[src/rtl/sparc_ifu_swhint_pkg.sv]
// Shared encodings and default sizes for the IFU switch-hint tracker.
package sparc_ifu_swhint_pkg;

    localparam int unsigned NTHR_DEF = 4;
    localparam int unsigned TIDW_DEF = 2;
    localparam int unsigned CNTW_DEF = 16;

    // Encoding 2'b11 is illegal and decodes to SW_RUN.
    typedef enum logic [1:0] {
        SW_RUN   = 2'b00,
        SW_SWREQ = 2'b01,
        SW_WAIT  = 2'b10
    } sw_state_e;

endpackage

[src/rtl/sparc_ifu_swhint_thr.sv]
// One thread's switch FSM (RUN -> SWREQ -> WAIT -> RUN) and, when SWHINT_PERF_CNT_EN
// is defined, a saturating count of SWREQ->WAIT transitions.
module sparc_ifu_swhint_thr
    import sparc_ifu_swhint_pkg::*;
#(
    parameter int unsigned CNTW = CNTW_DEF
) (
    input  logic            rclk,
    input  logic            reset,
    input  logic            hit,
    input  logic            gnt,
    input  logic            cmpl,
    output sw_state_e       state_nxt_c,
    output logic            drop_c,
    output logic [CNTW-1:0] sw_cnt
);

    sw_state_e state_q;

    always_ff @(posedge rclk) begin
        if (reset) state_q <= SW_RUN;
        else       state_q <= state_nxt_c;
    end

    // Completion outranks a same-cycle grant; hints on a parked thread are dropped.
    always_comb begin
        state_nxt_c = state_q;
        drop_c      = 1'b0;
        case (state_q)
            SW_SWREQ: begin
                drop_c = hit;
                if (cmpl)     state_nxt_c = SW_RUN;
                else if (gnt) state_nxt_c = SW_WAIT;
            end
            SW_WAIT: begin
                drop_c = hit;
                if (cmpl) state_nxt_c = SW_RUN;
            end
            default: begin
                if (hit) state_nxt_c = SW_SWREQ;
                else     state_nxt_c = SW_RUN;
            end
        endcase
    end

`ifdef SWHINT_PERF_CNT_EN
    logic            to_wait_c;
    logic [CNTW-1:0] cnt_q;

    assign to_wait_c = (state_q == SW_SWREQ) && (state_nxt_c == SW_WAIT);

    always_ff @(posedge rclk) begin
        if (reset)
            cnt_q <= '0;
        else if (to_wait_c && (cnt_q != {CNTW{1'b1}}))
            cnt_q <= cnt_q + CNTW'(1);
    end

    assign sw_cnt = cnt_q;
`else
    assign sw_cnt = '0;
`endif

endmodule

[src/rtl/sparc_ifu_swhint.sv]
// Per-thread switch-hint tracking with a round-robin, one-at-a-time switch request.
// Optional per-thread switch counters are built when SWHINT_PERF_CNT_EN is defined.
module sparc_ifu_swhint
    import sparc_ifu_swhint_pkg::*;
#(
    parameter int unsigned NTHR = NTHR_DEF,
    parameter int unsigned TIDW = TIDW_DEF,
    parameter int unsigned CNTW = CNTW_DEF
) (
    input  logic                 rclk,
    input  logic                 reset,
    input  logic                 fetch_vld,
    input  logic                 fetch_kill,
    input  logic [TIDW-1:0]      fetch_tid,
    input  logic                 swpla_out,
    input  logic                 swl_switch_gnt,
    input  logic [NTHR-1:0]      cmpl_vld,
    output logic                 swl_switch_req,
    output logic [TIDW-1:0]      swl_req_tid,
    output logic [NTHR-1:0]      thr_ready,
    output logic                 swl_drop_hint,
    output logic [NTHR*CNTW-1:0] swl_sw_cnt
);

    logic [NTHR-1:0] hit_c;
    logic [NTHR-1:0] thr_gnt_c;
    logic [NTHR-1:0] drop_vec_c;
    logic [NTHR-1:0] swreq_nxt_c;
    logic [NTHR-1:0] run_nxt_c;
    sw_state_e       state_nxt_c [NTHR];

    logic [TIDW-1:0] ptr_q;
    logic [TIDW-1:0] ptr_d;
    logic            req_d;
    logic [TIDW-1:0] tid_d;
    logic            found_c;
    logic [TIDW-1:0] pick_c;
    logic [TIDW-1:0] idx_c;

    for (genvar t = 0; t < NTHR; t++) begin : g_thr
        assign hit_c[t]     = fetch_vld & ~fetch_kill & swpla_out & (fetch_tid == TIDW'(t));
        assign thr_gnt_c[t] = swl_switch_req & swl_switch_gnt & (swl_req_tid == TIDW'(t));

        sparc_ifu_swhint_thr #(.CNTW(CNTW)) u_thr (
            .rclk        (rclk),
            .reset       (reset),
            .hit         (hit_c[t]),
            .gnt         (thr_gnt_c[t]),
            .cmpl        (cmpl_vld[t]),
            .state_nxt_c (state_nxt_c[t]),
            .drop_c      (drop_vec_c[t]),
            .sw_cnt      (swl_sw_cnt[t*CNTW +: CNTW])
        );

        assign swreq_nxt_c[t] = (state_nxt_c[t] == SW_SWREQ);
        assign run_nxt_c[t]   = (state_nxt_c[t] == SW_RUN);
    end

    // Round-robin pick among threads that will be in SWREQ next cycle, starting at ptr_q.
    always_comb begin
        found_c = 1'b0;
        pick_c  = '0;
        idx_c   = '0;
        for (int i = 0; i < int'(NTHR); i++) begin
            idx_c = ptr_q + TIDW'(i);
            if (!found_c && swreq_nxt_c[idx_c]) begin
                found_c = 1'b1;
                pick_c  = idx_c;
            end
        end
    end

    // A held request drops after a grant or a withdrawing completion; a new one starts only from idle.
    always_comb begin
        req_d = swl_switch_req;
        tid_d = swl_req_tid;
        ptr_d = ptr_q;
        if (swl_switch_req) begin
            if (cmpl_vld[swl_req_tid]) begin
                req_d = 1'b0;
            end else if (swl_switch_gnt) begin
                req_d = 1'b0;
                ptr_d = swl_req_tid + TIDW'(1);
            end
        end else if (found_c) begin
            req_d = 1'b1;
            tid_d = pick_c;
        end
    end

    always_ff @(posedge rclk) begin
        if (reset) begin
            swl_switch_req <= 1'b0;
            swl_req_tid    <= '0;
            ptr_q          <= '0;
            thr_ready      <= '1;
            swl_drop_hint  <= 1'b0;
        end else begin
            swl_switch_req <= req_d;
            swl_req_tid    <= tid_d;
            ptr_q          <= ptr_d;
            thr_ready      <= run_nxt_c;
            swl_drop_hint  <= |drop_vec_c;
        end
    end

endmodule

[config.mk]
export PLATFORM = sky130hd
export DESIGN_NAME = sparc_ifu_swhint
export DESIGN_NICKNAME = d
export VERILOG_FILES = /design/src/rtl/sparc_ifu_swhint_pkg.sv /design/src/rtl/sparc_ifu_swhint_thr.sv /design/src/rtl/sparc_ifu_swhint.sv
export SDC_FILE = /design/constraint.sdc
export NUM_CORES = 1
export LEC_CHECK = 0
export ABC_AREA = 1
export CELL_PAD_IN_SITES_DETAIL_PLACEMENT = 0
export CELL_PAD_IN_SITES_GLOBAL_PLACEMENT = 1
export CORE_ASPECT_RATIO = 2
export CORE_MARGIN = 3
export CORE_UTILIZATION = 30
export CTS_CLUSTER_SIZE = 25
export DETAILED_ROUTE_END_ITERATION = 12
export GPL_ROUTABILITY_DRIVEN = 0
export PLACE_DENSITY = 0.95
export SYNTH_ARGS = -nofsm -noshare
export SYNTH_HDL_FRONTEND = slang
export SYNTH_SLANG_ARGS = --single-unit
export TNS_END_PERCENT = 100
[constraint.sdc]
create_clock -name rclk -period 2.62 [get_ports rclk]
set_input_delay 0.524 -clock rclk [delete_from_list [all_inputs] [get_ports rclk]]
set_output_delay 0.524 -clock rclk [all_outputs]
set_load 0.05 [all_outputs]
# Word level (Yosys, flattened, before mapping)
# Index checks and enable logic that the tools add are counted.
[word_totals]
output_inout_bits = 72
wordCells = 115
in_bits = 12
register_bits = 18
[classes]
mux = 46
eq_ne = 18
n_bitwise = 14
add_sub_neg = 4
n_lt_le_gt_ge = 5
reduce_logical = 19
[ops]
columns = ["operator", "count"]
rows = [
  ["$mux 2", 16],
  ["$mux 1", 21],
  ["$eq 2x1->1 const B", 10],
  ["$eq 2x2->1 const B", 8],
  ["$pmux 2 s2", 4],
  ["$lt 2x3->1 const B", 5],
  ["$logic_not 2->1", 6],
  ["$and 1x1->1", 11],
  ["$bmux 1 s2", 5],
  ["$reduce_or 2->1", 4],
  ["$add 2x1->2 const B", 2],
  ["$add 2x2->2 const B", 2],
  ["$reduce_or 4->1", 1],
  ["$logic_and 1x1->1", 3],
  ["$logic_not 1->1", 3],
  ["$not 1->1", 3],
  ["$reduce_and 3->1", 1],
  ["$reduce_and 2->1", 1],
]

# Depth between registers and ports, before layout
# Gate-level depths: netlist of the first run.
[depth]
word_depth = 21
mapped_depth = 16
ltp_nobuf = 16

# Hierarchy
# From an unflattened synthesis of the first run, not the netlist that was laid out.
[unflattened]
hier_cells = 287
hier_area_um2 = 1925.6
[by_module_without_submodules]
columns = ["module", "cells_per_inst", "seq_area_each_um2", "area_each_um2", "instances"]
rows = [
  ["sparc_ifu_swhint_thr", 42, 40.0, 281.5, 4],
  ["sparc_ifu_swhint", 119, 200.2, 799.5, 1],
]

# Worst setup path after synthesis of the first run
# OpenSTA, ideal clock, no wires.
[synth_path]
path_kind = "reg-to-reg"
start = "reg swl_req_tid[0]"
end = "reg swl_req_tid[0]"
path_stages_with_launch = 17
path_buffers = 0
setup_slack_ns = 0.530
synth_period_minus_slack_ns = 2.090
required_ns = 2.506
arrival_ns = 1.977
setup_ns = 0.114
path_cell_list = "dfxtp_1 -> inv_1 -> ha_1 -> inv_1 -> nor2_1 -> nand2_1 -> nand2_1 -> nand2_1 -> nand3_1 -> nand2_2 -> nand2_1 -> nand2_1 -> nor2_1 -> nor2_1 -> nand2_1 -> nand2_1 -> a21oi_2"
[synth_via]
elab_chain_len = 19
word_cells_on_any_way = 47
cone_classes = "eq/ne (7); mux (28); bitwise (4); reduce/logical (8)"
[synth_lines]
columns = ["element", "line_no", "text"]
rows = [
  ["start: declaration", "sparc_ifu_swhint.sv:19", "output logic [TIDW-1:0] swl_req_tid,"],
  ["start signal: assignment", "sparc_ifu_swhint.sv:100", "swl_req_tid <= tid_d;"],
  ["$eq 2x1->1, or another cell as far along", "sparc_ifu_swhint.sv:42", "assign thr_gnt_c[t] = swl_switch_req & swl_switch_gnt & (swl_req_tid == TIDW'(t));"],
  ["$and 1x1->1", "sparc_ifu_swhint.sv:42", ""],
  ["$mux 2", "sparc_ifu_swhint_thr.sv:33", "else if (gnt) state_nxt_c = SW_WAIT;"],
  ["$mux 2", "sparc_ifu_swhint_thr.sv:32", "if (cmpl) state_nxt_c = SW_RUN;"],
  ["$pmux 2 s2", "sparc_ifu_swhint_thr.sv:29", "case (state_q)"],
  ["$eq 2x1->1", "sparc_ifu_swhint.sv:55", "assign swreq_nxt_c[t] = (state_nxt_c[t] == SW_SWREQ);"],
  ["$bmux 1 s2", "sparc_ifu_swhint.sv:66", "if (!found_c && swreq_nxt_c[idx_c]) begin"],
  ["$mux 1 (not written as such)", "sparc_ifu_swhint.sv:66", ""],
  ["[3 not listed]", "--", ""],
  ["$mux 1", "sparc_ifu_swhint.sv:66", ""],
  ["$logic_not 1->1", "sparc_ifu_swhint.sv:66", ""],
  ["$logic_and 1x1->1", "sparc_ifu_swhint.sv:66", ""],
  ["$mux 1", "sparc_ifu_swhint.sv:66", ""],
  ["$logic_not 1->1", "sparc_ifu_swhint.sv:66", ""],
  ["$logic_and 1x1->1", "sparc_ifu_swhint.sv:66", ""],
  ["$mux 1", "sparc_ifu_swhint.sv:66", ""],
  ["$reduce_and 2->1 (no line)", "--", ""],
]
# Several ways; a longest one is shown, not always the timed one. The select of a mux whose other input is x is not followed.
# A chain may end at the register's enable or synchronous reset.

# Worst setup path after layout of the first run
[layout_path]
start = "reg swl_req_tid[0]"
end = "out swl_req_tid[0]"
# No word-level cell between the ends.

==> impl_summary.log, run 1 <==
INFO  metric cts.path.max_buffers = 2
INFO  metric slew_viol_final = 0
INFO  metric place.detailed.instances = 337
INFO  metric placeableCoreArea = 0.005758 mm²
INFO  metric p_comb_share = 35.8%
INFO  metric area_share_of_the_leading_cell_type_in_the_synthesized_netlist = 26.54%
INFO  metric first_global_vias = 1392
INFO  metric drtIter0Drc = 44
INFO  metric synth_most_common_cell = sky130_fd_sc_hd__buf_4
INFO  metric synthesis.area_per_instance = approximately 7.0 µm²
INFO  metric groute.usage.overall = 10.88%
INFO  metric drv_cap = 0
INFO  metric timing.setup.tns = 0 ns
INFO  metric post-route-period-util = 80.89%
INFO  metric cts.repair.resized = 0
INFO  metric number_of_synthesized_flops_with_an_enable_pin = 0
INFO  metric outcome = completed
INFO  metric synth.distinct_cells = 28
INFO  metric drtPass1Iterations = 4
INFO  metric floorplan.die.width = 60.93 µm
INFO  metric clock-skew-final = about 0.0018 ns
INFO  metric dieArea = 0.007059 mm²
INFO  metric critical-path-slowest-cell = sky130_fd_sc_hd__clkdlybuf4s50_1
INFO  metric antennaDiodeCount = 0
INFO  metric multi_input_comb_area = 0.001076 mm²
INFO  metric holdBufCountCts = 0
INFO  metric ant_nets = 0
INFO  metric drc = 0
INFO  metric cp_cell_sequence = clkdlybuf4s50_1
INFO  metric predominant_post_synthesis_flop_cell = sky130_fd_sc_hd__dfxtp_1
INFO  metric synth-seq-cells = 18
INFO  metric layout_min_cycle_time = 2.119 ns
INFO  metric detail_route.wirelength = 3.762 mm
INFO  metric crit_path_start_kind = flop
INFO  metric crit_type = flop to output pin
INFO  metric p_switching = a little over 400 µW
INFO  metric syn_area = between 0.0015 and 0.002 mm²
INFO  metric place.detailed.hpwl = 3.141 mm
INFO  metric synth-async-reset-ratio = 0%
INFO  metric antenna_violations_before_repair = 0
INFO  metric cts.sink_count = 18
INFO  metric timing.critical_path.fanout_max = 7
INFO  metric grt_first_pass_wirelength = 5.885 mm
INFO  metric nets = ~310
INFO  metric ff2ff_setup_slack = between 0.5 and 0.6 ns
INFO  metric synthDominantAreaCellType = sky130_fd_sc_hd__buf_4
INFO  metric design.portCount = 84
INFO  metric max_freq = 471.9 MHz
INFO  metric overflow = 0
INFO  metric number_of_buffers_inserted_during_clock_tree_synthesis = 3
INFO  metric starting_density_of_the_core = 31.44%
INFO  metric finalSetupViolCount = 0
INFO  metric rsz0062_at_grt = no
INFO  metric netlist_top_cells_area = sky130_fd_sc_hd__buf_4 27%, sky130_fd_sc_hd__dfxtp_1 20%, sky130_fd_sc_hd__ha_1 8.3%, sky130_fd_sc_hd__nand2_1 8.1%, sky130_fd_sc_hd__inv_1 5.8%
INFO  metric power_leakage = 0.0008736 µW
INFO  metric critical_path.top_delay_family = buffers and inverters
INFO  metric synth-warning-count = 0
INFO  metric p_clk_share = about a third
INFO  metric worstMarginPinSlew = 0.5167 ns
INFO  metric seq_power_share = 30.2%
INFO  metric filler_cell_count = 582
INFO  metric vias = 1480
INFO  metric timing.critical_path.slowest_cell_delay = 0.87 ns
INFO  metric post_cts_buffers = 0
INFO  metric power = 982.4 µW
INFO  metric switching_share = a little over two fifths
INFO  metric rows = 39
INFO  metric synthAdderAreaFrac = between 8 and 9%
INFO  metric drt-wirelength-per-cell = 11.03 µm
INFO  metric cts_tree = done
INFO  metric area_growth = 5.321%
INFO  metric post_synth_mux_area_share = 0%
INFO  metric clk_latency = 0.25 ns
INFO  metric synthCells = 260
INFO  metric htree_levels = 1
INFO  metric power.density = 515.2 mW/mm²
INFO  metric grt_max_degree = 13
INFO  metric seq_area = 360.3 µm²
INFO  metric holdCritPathClass = flop to flop
INFO  metric post_route_cells_drive_above_1_share = 9.643%
INFO  metric synth.yosys.seq_area_share = 19.90%
INFO  metric synth_top_family_by_area = buffers and inverters
INFO  metric chipHeight = 115.9 µm
INFO  metric synth_compound_gate_area_share = 6.151%
INFO  metric cts_root_buffer = sky130_fd_sc_hd__clkbuf_16
INFO  metric timing.final.ws_setup = 0.5007 ns
INFO  metric worst-path-buf-inv = 1
INFO  metric internal_power = 570.7 µW
INFO  metric irDropWorstVdd = 221.3 µV
INFO  metric finalNonFillerCells = 341
INFO  metric port_buffers = 19
INFO  metric cp.arrival = 1.60 ns
INFO  metric synth_common_cells = 64 x sky130_fd_sc_hd__buf_4, 39 x sky130_fd_sc_hd__nand2_1, 28 x sky130_fd_sc_hd__inv_1, 27 x sky130_fd_sc_hd__nor2_1, 18 x sky130_fd_sc_hd__dfxtp_1
INFO  metric clock_transition_time_at_the_flip_flop_clock_pins_of_the_worst_setup_and_hold_paths = 0.05 ns
INFO  metric slew_headroom = 65.45%
INFO  metric synth_xor_area_share = 0.4838%
INFO  metric critPathCaptureType = output pin
INFO  metric post-place-ws = 0.2542 ns
INFO  metric yosys.area_share.simple = 31.24%
INFO  metric finalHoldViolCount = 0
INFO  metric critical_path_required = 2.10 ns
INFO  metric viasPerCell = 4.340
## cells by family after synthesis
kind of cell               after synthesis
AOI/OAI and AO/OA                       20
xor gates and xnor gates                 1
adders and majority gates               12
buffers and inverters                   96
DFF                                     18
other                                    1
and+or+nand+nor                        112
## final cells by class
| class | count | area share [%] |
|---|---|---|
| multi-input combinational | 209 | 56.43 |
| sequential | 18 | 18.90 |
| timing repair buffer | 19 | 9.974 |
| inverter | 30 | 6.037 |
| clock buffer | 4 | 4.659 |
| tap | 61 | 4.003 |
## state kept, by name (all words and copies together) (netlist names)
| register | cells |
|---|---|
| g_thr.u_thr.state_q | 8 |
| ptr_q | 2 |
| swl_drop_hint | 1 |
| swl_req_tid | 2 |
| swl_switch_req | 1 |
| thr_ready | 4 |
## power groups by stage
stage / clock (µW) / combinational (µW) / sequential (µW)
after CTS: 340 / 351 / 296
after global placement: 0 / 349 / 302
after floorplan: 0 / 355 / 318
after detailed placement: 0 / 349 / 302
after global routing: 351 / 377 / 298
final: 334 / 352 / 297
## metrics by stage
step                utilization [%]  cell area (µm²)  hold WS, ns
global placement              31.57             1818       0.5149
detailed placement            31.57             1818       0.5210
finish                        33.12             1907       0.5220
floorplan                         -             2047       0.5722
global route                  33.12             1907       0.5777
CTS                           33.12             1907       0.5313
## final timing paths
| path | end | start | cells after the start |
|---|---|---|---|
| worst max register to register | swl_req_tid[1] | g_thr[2].u_thr.state_q[0] | 15 |
| worst min register to register | swl_switch_req | swl_switch_req | 2 |
| worst min-delay path | swl_switch_req | swl_switch_req | 2 |
| worst max-delay path | swl_req_tid[0] | swl_req_tid[0] | 1 |
## placed cells by master (no fill, tap or decap), drive strengths merged
| cell | instances |
|---|---|
| a21oi | 10 |
| conb | 64 |
| nand4 | 5 |
| nand3b | 2 |
| nor4 | 4 |
| clkdlybuf4s50 | 19 |
| clkbuf | 4 |
| ha | 12 |
| dfxtp | 18 |
| o21ai | 8 |
| nor2 | 30 |
| nor3 | 2 |
| xnor2 | 1 |
| o211ai | 1 |
| nand3 | 22 |
| nand2 | 47 |
| inv | 30 |
| o22ai | 1 |
## per-layer routing
metal	track usage, %	wire [µm]	up-vias
met2	23.23	2133	79
met5	0	0	-
li1	-	-	740
met4	5.644	125	0
met3	0.4459	289	10
met1	8.913	1213	651
Note: power is estimated with default switching activity, not from simulation.
==> inputs of run 2 (changes only) <==
Settings changed: CORE_UTILIZATION 30 to 25, PLACE_DENSITY 0.95 to 0.87.
Clock period 2.62 ns to 1.9 ns, I/O delays scaled along.
==> run 2 against run 1 <==
Utilization rose by 0.96 points. First-iteration DRC count is 86% higher. Non-clock buffer count rose by 31. Cell count is 18% higher. Sequential power grew 36%. The run now ends with negative setup slack left. Setup slack lost 0.51 ns. Clock power increased by 46%.
==> impl_summary.log, run 2 (synthesis gave the netlist of run 1 again) <==
INFO  metric outcome = finished with violations (was completed)
INFO  metric failed_checks = negative setup slack
INFO  metric grt_max_degree = 13 (unchanged)
INFO  metric power_leakage = 0.001119 µW (was 0.0008736 µW)
INFO  metric dieArea = 0.008361 mm² (was 0.007059 mm²)
INFO  metric detailed_place.area = 0.002029 mm² (was 0.001818 mm²)
INFO  metric clock-skew-final = 0.0008580 ns (was 0.001834 ns)
INFO  metric mostFrequentLayoutCell = sky130_fd_sc_hd__conb_1 (unchanged)
INFO  metric grt_first_pass_wirelength = 6.568 mm (was 5.885 mm)
INFO  metric first_global_vias = 1588 (was 1392)
INFO  metric p_clk_share = 34.2% (was 34.0%)
INFO  metric area_growth = 31.65% (was 5.321%)
INFO  metric finalHoldViolCount = 0 (unchanged)
INFO  metric slew_headroom = 66.11% (was 65.45%)
INFO  metric rows = 43 (was 39)
INFO  metric vias = 1659 (was 1480)
INFO  metric drtPass1Iterations = 4 (unchanged)
INFO  metric ant_nets = 0 (unchanged)
INFO  metric max_freq = around 520 MHz
INFO  metric number_of_buffers_inserted_during_clock_tree_synthesis = 3 (unchanged)
INFO  metric floorplan.die.width = 66.18 µm (was 60.93 µm)
INFO  metric layout_min_cycle_time = around 1.9 ns
INFO  metric nets = 336 (was 305)
INFO  metric antennaDiodeCount = 0 (unchanged)
INFO  metric holdBufCountCts = 0 (unchanged)
INFO  metric holdCritPathClass = flop to flop (unchanged)
INFO  metric cts_root_buffer = sky130_fd_sc_hd__clkbuf_16 (unchanged)
INFO  metric starting_density_of_the_core = 25.89% (was 31.44%)
INFO  metric antenna_violations_before_repair = 0 (unchanged)
INFO  metric worst_setup_path_endpoint = swl_req_tid[1] (was swl_req_tid[0])
INFO  metric groute.usage.overall = 10.17% (was 10.88%)
INFO  metric timing.critical_path.fanout_max = 3 (was 7)
INFO  metric slew_viol_final = 0 (unchanged)
INFO  metric power.density = 597.2 mW/mm² (was 515.2 mW/mm²)
INFO  metric drc = 0 (unchanged)
INFO  metric drt-wirelength-per-cell = 10.90 µm (was 11.03 µm)
INFO  metric rsz0062_at_grt = yes (was no)
INFO  metric largestRegisters = g_thr.u_thr.state_q x8, thr_ready x4 (unchanged)
INFO  metric cts.sink_count = 18 (unchanged)
INFO  metric crit-reg2reg-capture = swl_req_tid[1] (unchanged)
INFO  metric port_buffers = 19 (unchanged)
INFO  metric critical_path_required = 2.08 ns (was 2.10 ns)
INFO  metric chipHeight = 126.4 µm (was 115.9 µm)
INFO  metric htree_levels = 1 (unchanged)
INFO  metric seq_area = 371.6 µm² (was 360.3 µm²)
INFO  metric timing.final.ws_setup = -0.009803 ns (was 0.5007 ns)
INFO  metric reg2reg_from = g_thr[2].u_thr.state_q[0] (unchanged)
INFO  metric internal_power = 811.2 µW (was 570.7 µW)
INFO  metric irDropWorstVdd = 241.5 µV (was 221.3 µV)
INFO  metric place.detailed.hpwl = 3.451 mm (was 3.141 mm)
INFO  metric worst_hold_slack = 0.5124 ns (was 0.5220 ns)
INFO  metric clk_latency = 0.26 ns (was 0.25 ns)
INFO  metric p_switching = 612.2 µW (was 411.8 µW)
INFO  metric fin_area = 0.002384 mm² (was 0.001907 mm²)
INFO  metric largest_register = g_thr.u_thr.state_q (unchanged)
INFO  metric design.portCount = 84 (unchanged)
INFO  metric p_comb_share = 37.3% (was 35.8%)
INFO  metric drv_cap = 0 (unchanged)
INFO  metric cp.arrival = 2.09 ns (was 1.60 ns)
INFO  metric crit_path_start_kind = flop (unchanged)
INFO  metric overflow = 0 (unchanged)
INFO  metric cts_tree = done (unchanged)
INFO  metric critPathCaptureType = flop (was output pin)
INFO  metric largest_register_ff_count = 8 (unchanged)
INFO  metric ff2ff_setup_slack = -0.01 ns (was 0.54 ns)
INFO  metric filler_cell_count = 745 (was 582)
INFO  metric switching_share = 43.01% (was 41.91%)
INFO  metric multi_input_comb_area = 0.001274 mm² (was 0.001076 mm²)
INFO  metric drtIter0Drc = 82 (was 44)
INFO  metric viasPerCell = 4.137 (was 4.340)
INFO  metric startpoint = g_thr[2].u_thr.state_q[0] (was swl_req_tid[0])
INFO  metric placeableCoreArea = 0.006994 mm² (was 0.005758 mm²)
INFO  metric crit_type = flop to flop (was flop to output pin)
INFO  metric commonest_cells_after_routing_fill_and_taps_aside = 64 x sky130_fd_sc_hd__conb_1, 35 x sky130_fd_sc_hd__buf_4, 32 x sky130_fd_sc_hd__nand2_1 (was 64 x sky130_fd_sc_hd__conb_1, 39 x sky130_fd_sc_hd__nand2_1, 28 x sky130_fd_sc_hd__inv_1)
INFO  metric clock_transition_time_at_the_flip_flop_clock_pins_of_the_worst_setup_and_hold_paths = 0.06 ns (was 0.05 ns)
INFO  metric finalSetupViolCount = 1 (was 0)
INFO  metric seq_power_share = 28.5% (was 30.2%)
INFO  metric detail_route.wirelength = 4.371 mm (was 3.762 mm)
INFO  metric cts.path.max_buffers = 2 (unchanged)
INFO  metric worstMarginPinSlew = 0.5067 ns (was 0.5167 ns)
INFO  metric post-route-period-util = 100.5%
INFO  metric post_route_cells_drive_above_1_share = 34.41% (was 9.643%)
INFO  metric rr_worst_depth = 12 (was 15)
run 2: worst min path at each step:
stage | startpoint | to | slack, ns | cells after the start
2_1_floorplan | reset | g_thr[3].u_thr.state_q[0] | 0.46 | 1
3_3_place_gp | swl_req_tid[1] | swl_req_tid[1] | 0.50 | 2
3_5_place_dp | swl_req_tid[1] | swl_req_tid[1] | 0.51 | 2
4_1_cts | swl_req_tid[1] | swl_req_tid[1] | 0.52 | 2
5_1_grt | swl_req_tid[1] | swl_req_tid[1] | 0.53 | 2
6_report | swl_req_tid[1] | swl_req_tid[1] | 0.51 | 2
run 2: worst max-delay path, stage by stage, from the launching register on:
cell,delay (ns)
sky130_fd_sc_hd__dfxtp_2,0.33
sky130_fd_sc_hd__inv_2,0.04
sky130_fd_sc_hd__ha_4,0.29
sky130_fd_sc_hd__buf_6,0.10
sky130_fd_sc_hd__nand4_1,0.16
sky130_fd_sc_hd__nand2_2,0.16
sky130_fd_sc_hd__nand3_2,0.10
sky130_fd_sc_hd__nand2_4,0.13
sky130_fd_sc_hd__buf_6,0.11
sky130_fd_sc_hd__nand4_1,0.11
sky130_fd_sc_hd__nand3_2,0.11
sky130_fd_sc_hd__nand2_1,0.07
sky130_fd_sc_hd__a21oi_2,0.13
run 2: layout make-up:
| class | count | area share, % |
|---|---|---|
| inverter | 30 | 4.829 |
| clock buffer | 4 | 3.727 |
| sequential | 18 | 15.59 |
| multi-input combinational | 209 | 53.44 |
| tap | 90 | 4.724 |
| timing repair buffer | 50 | 17.69 |
run 2: power by group through the flow:
stage	sequential [µW]	combinational [µW]	clock [µW]
floorplan	440	490	0
global placement	411	507	0
detailed placement	412	510	0
CTS	404	517	497
global route	406	561	509
finish	405	531	487
run 2: metal layers:
metal	routed length [µm]	vias to the layer above	share of wire [%]	global-route usage, %
met3	358	15	8.2	0.8857
met4	221	0	5.1	6.826
met1	1292	744	30	7.873
met5	0	-	0	0
li1	-	804	-	-
met2	2499	96	57	21.32
run 2: repair_timing:
item | CTS | global route
resized for setup | 21 | 40
pin swaps | 21 | 31
setup buffers | 3 | 3
endpoints found under the setup margin | 3 | 3
run 2: per-stage QoR:
| step | setup slack [ns] | std cells | util, % | power [µW] | setup TNS (ns) |
|---|---|---|---|---|---|
| after floorplan | 0.03647 | 323 | - | 929.8 | 0 |
| after global placement | -0.2609 | 391 | 29.02 | 918.2 | -0.6646 |
| after detailed placement | -0.2815 | 391 | 29.02 | 921.2 | -0.7540 |
| after CTS | 0.007949 | 398 | 32.02 | 1418 | 0 |
| after global routing | -0.1287 | 401 | 34.08 | 1476 | -0.2745 |
| final | -0.009803 | 401 | 34.08 | 1423 | -0.009803 |
==> inputs of run 3 (changes only) <==
Settings changed: SLEW_MARGIN from default to 5.
==> results of run 3 <==
The final DEF is identical to that of run 2; final timing and power are the same.
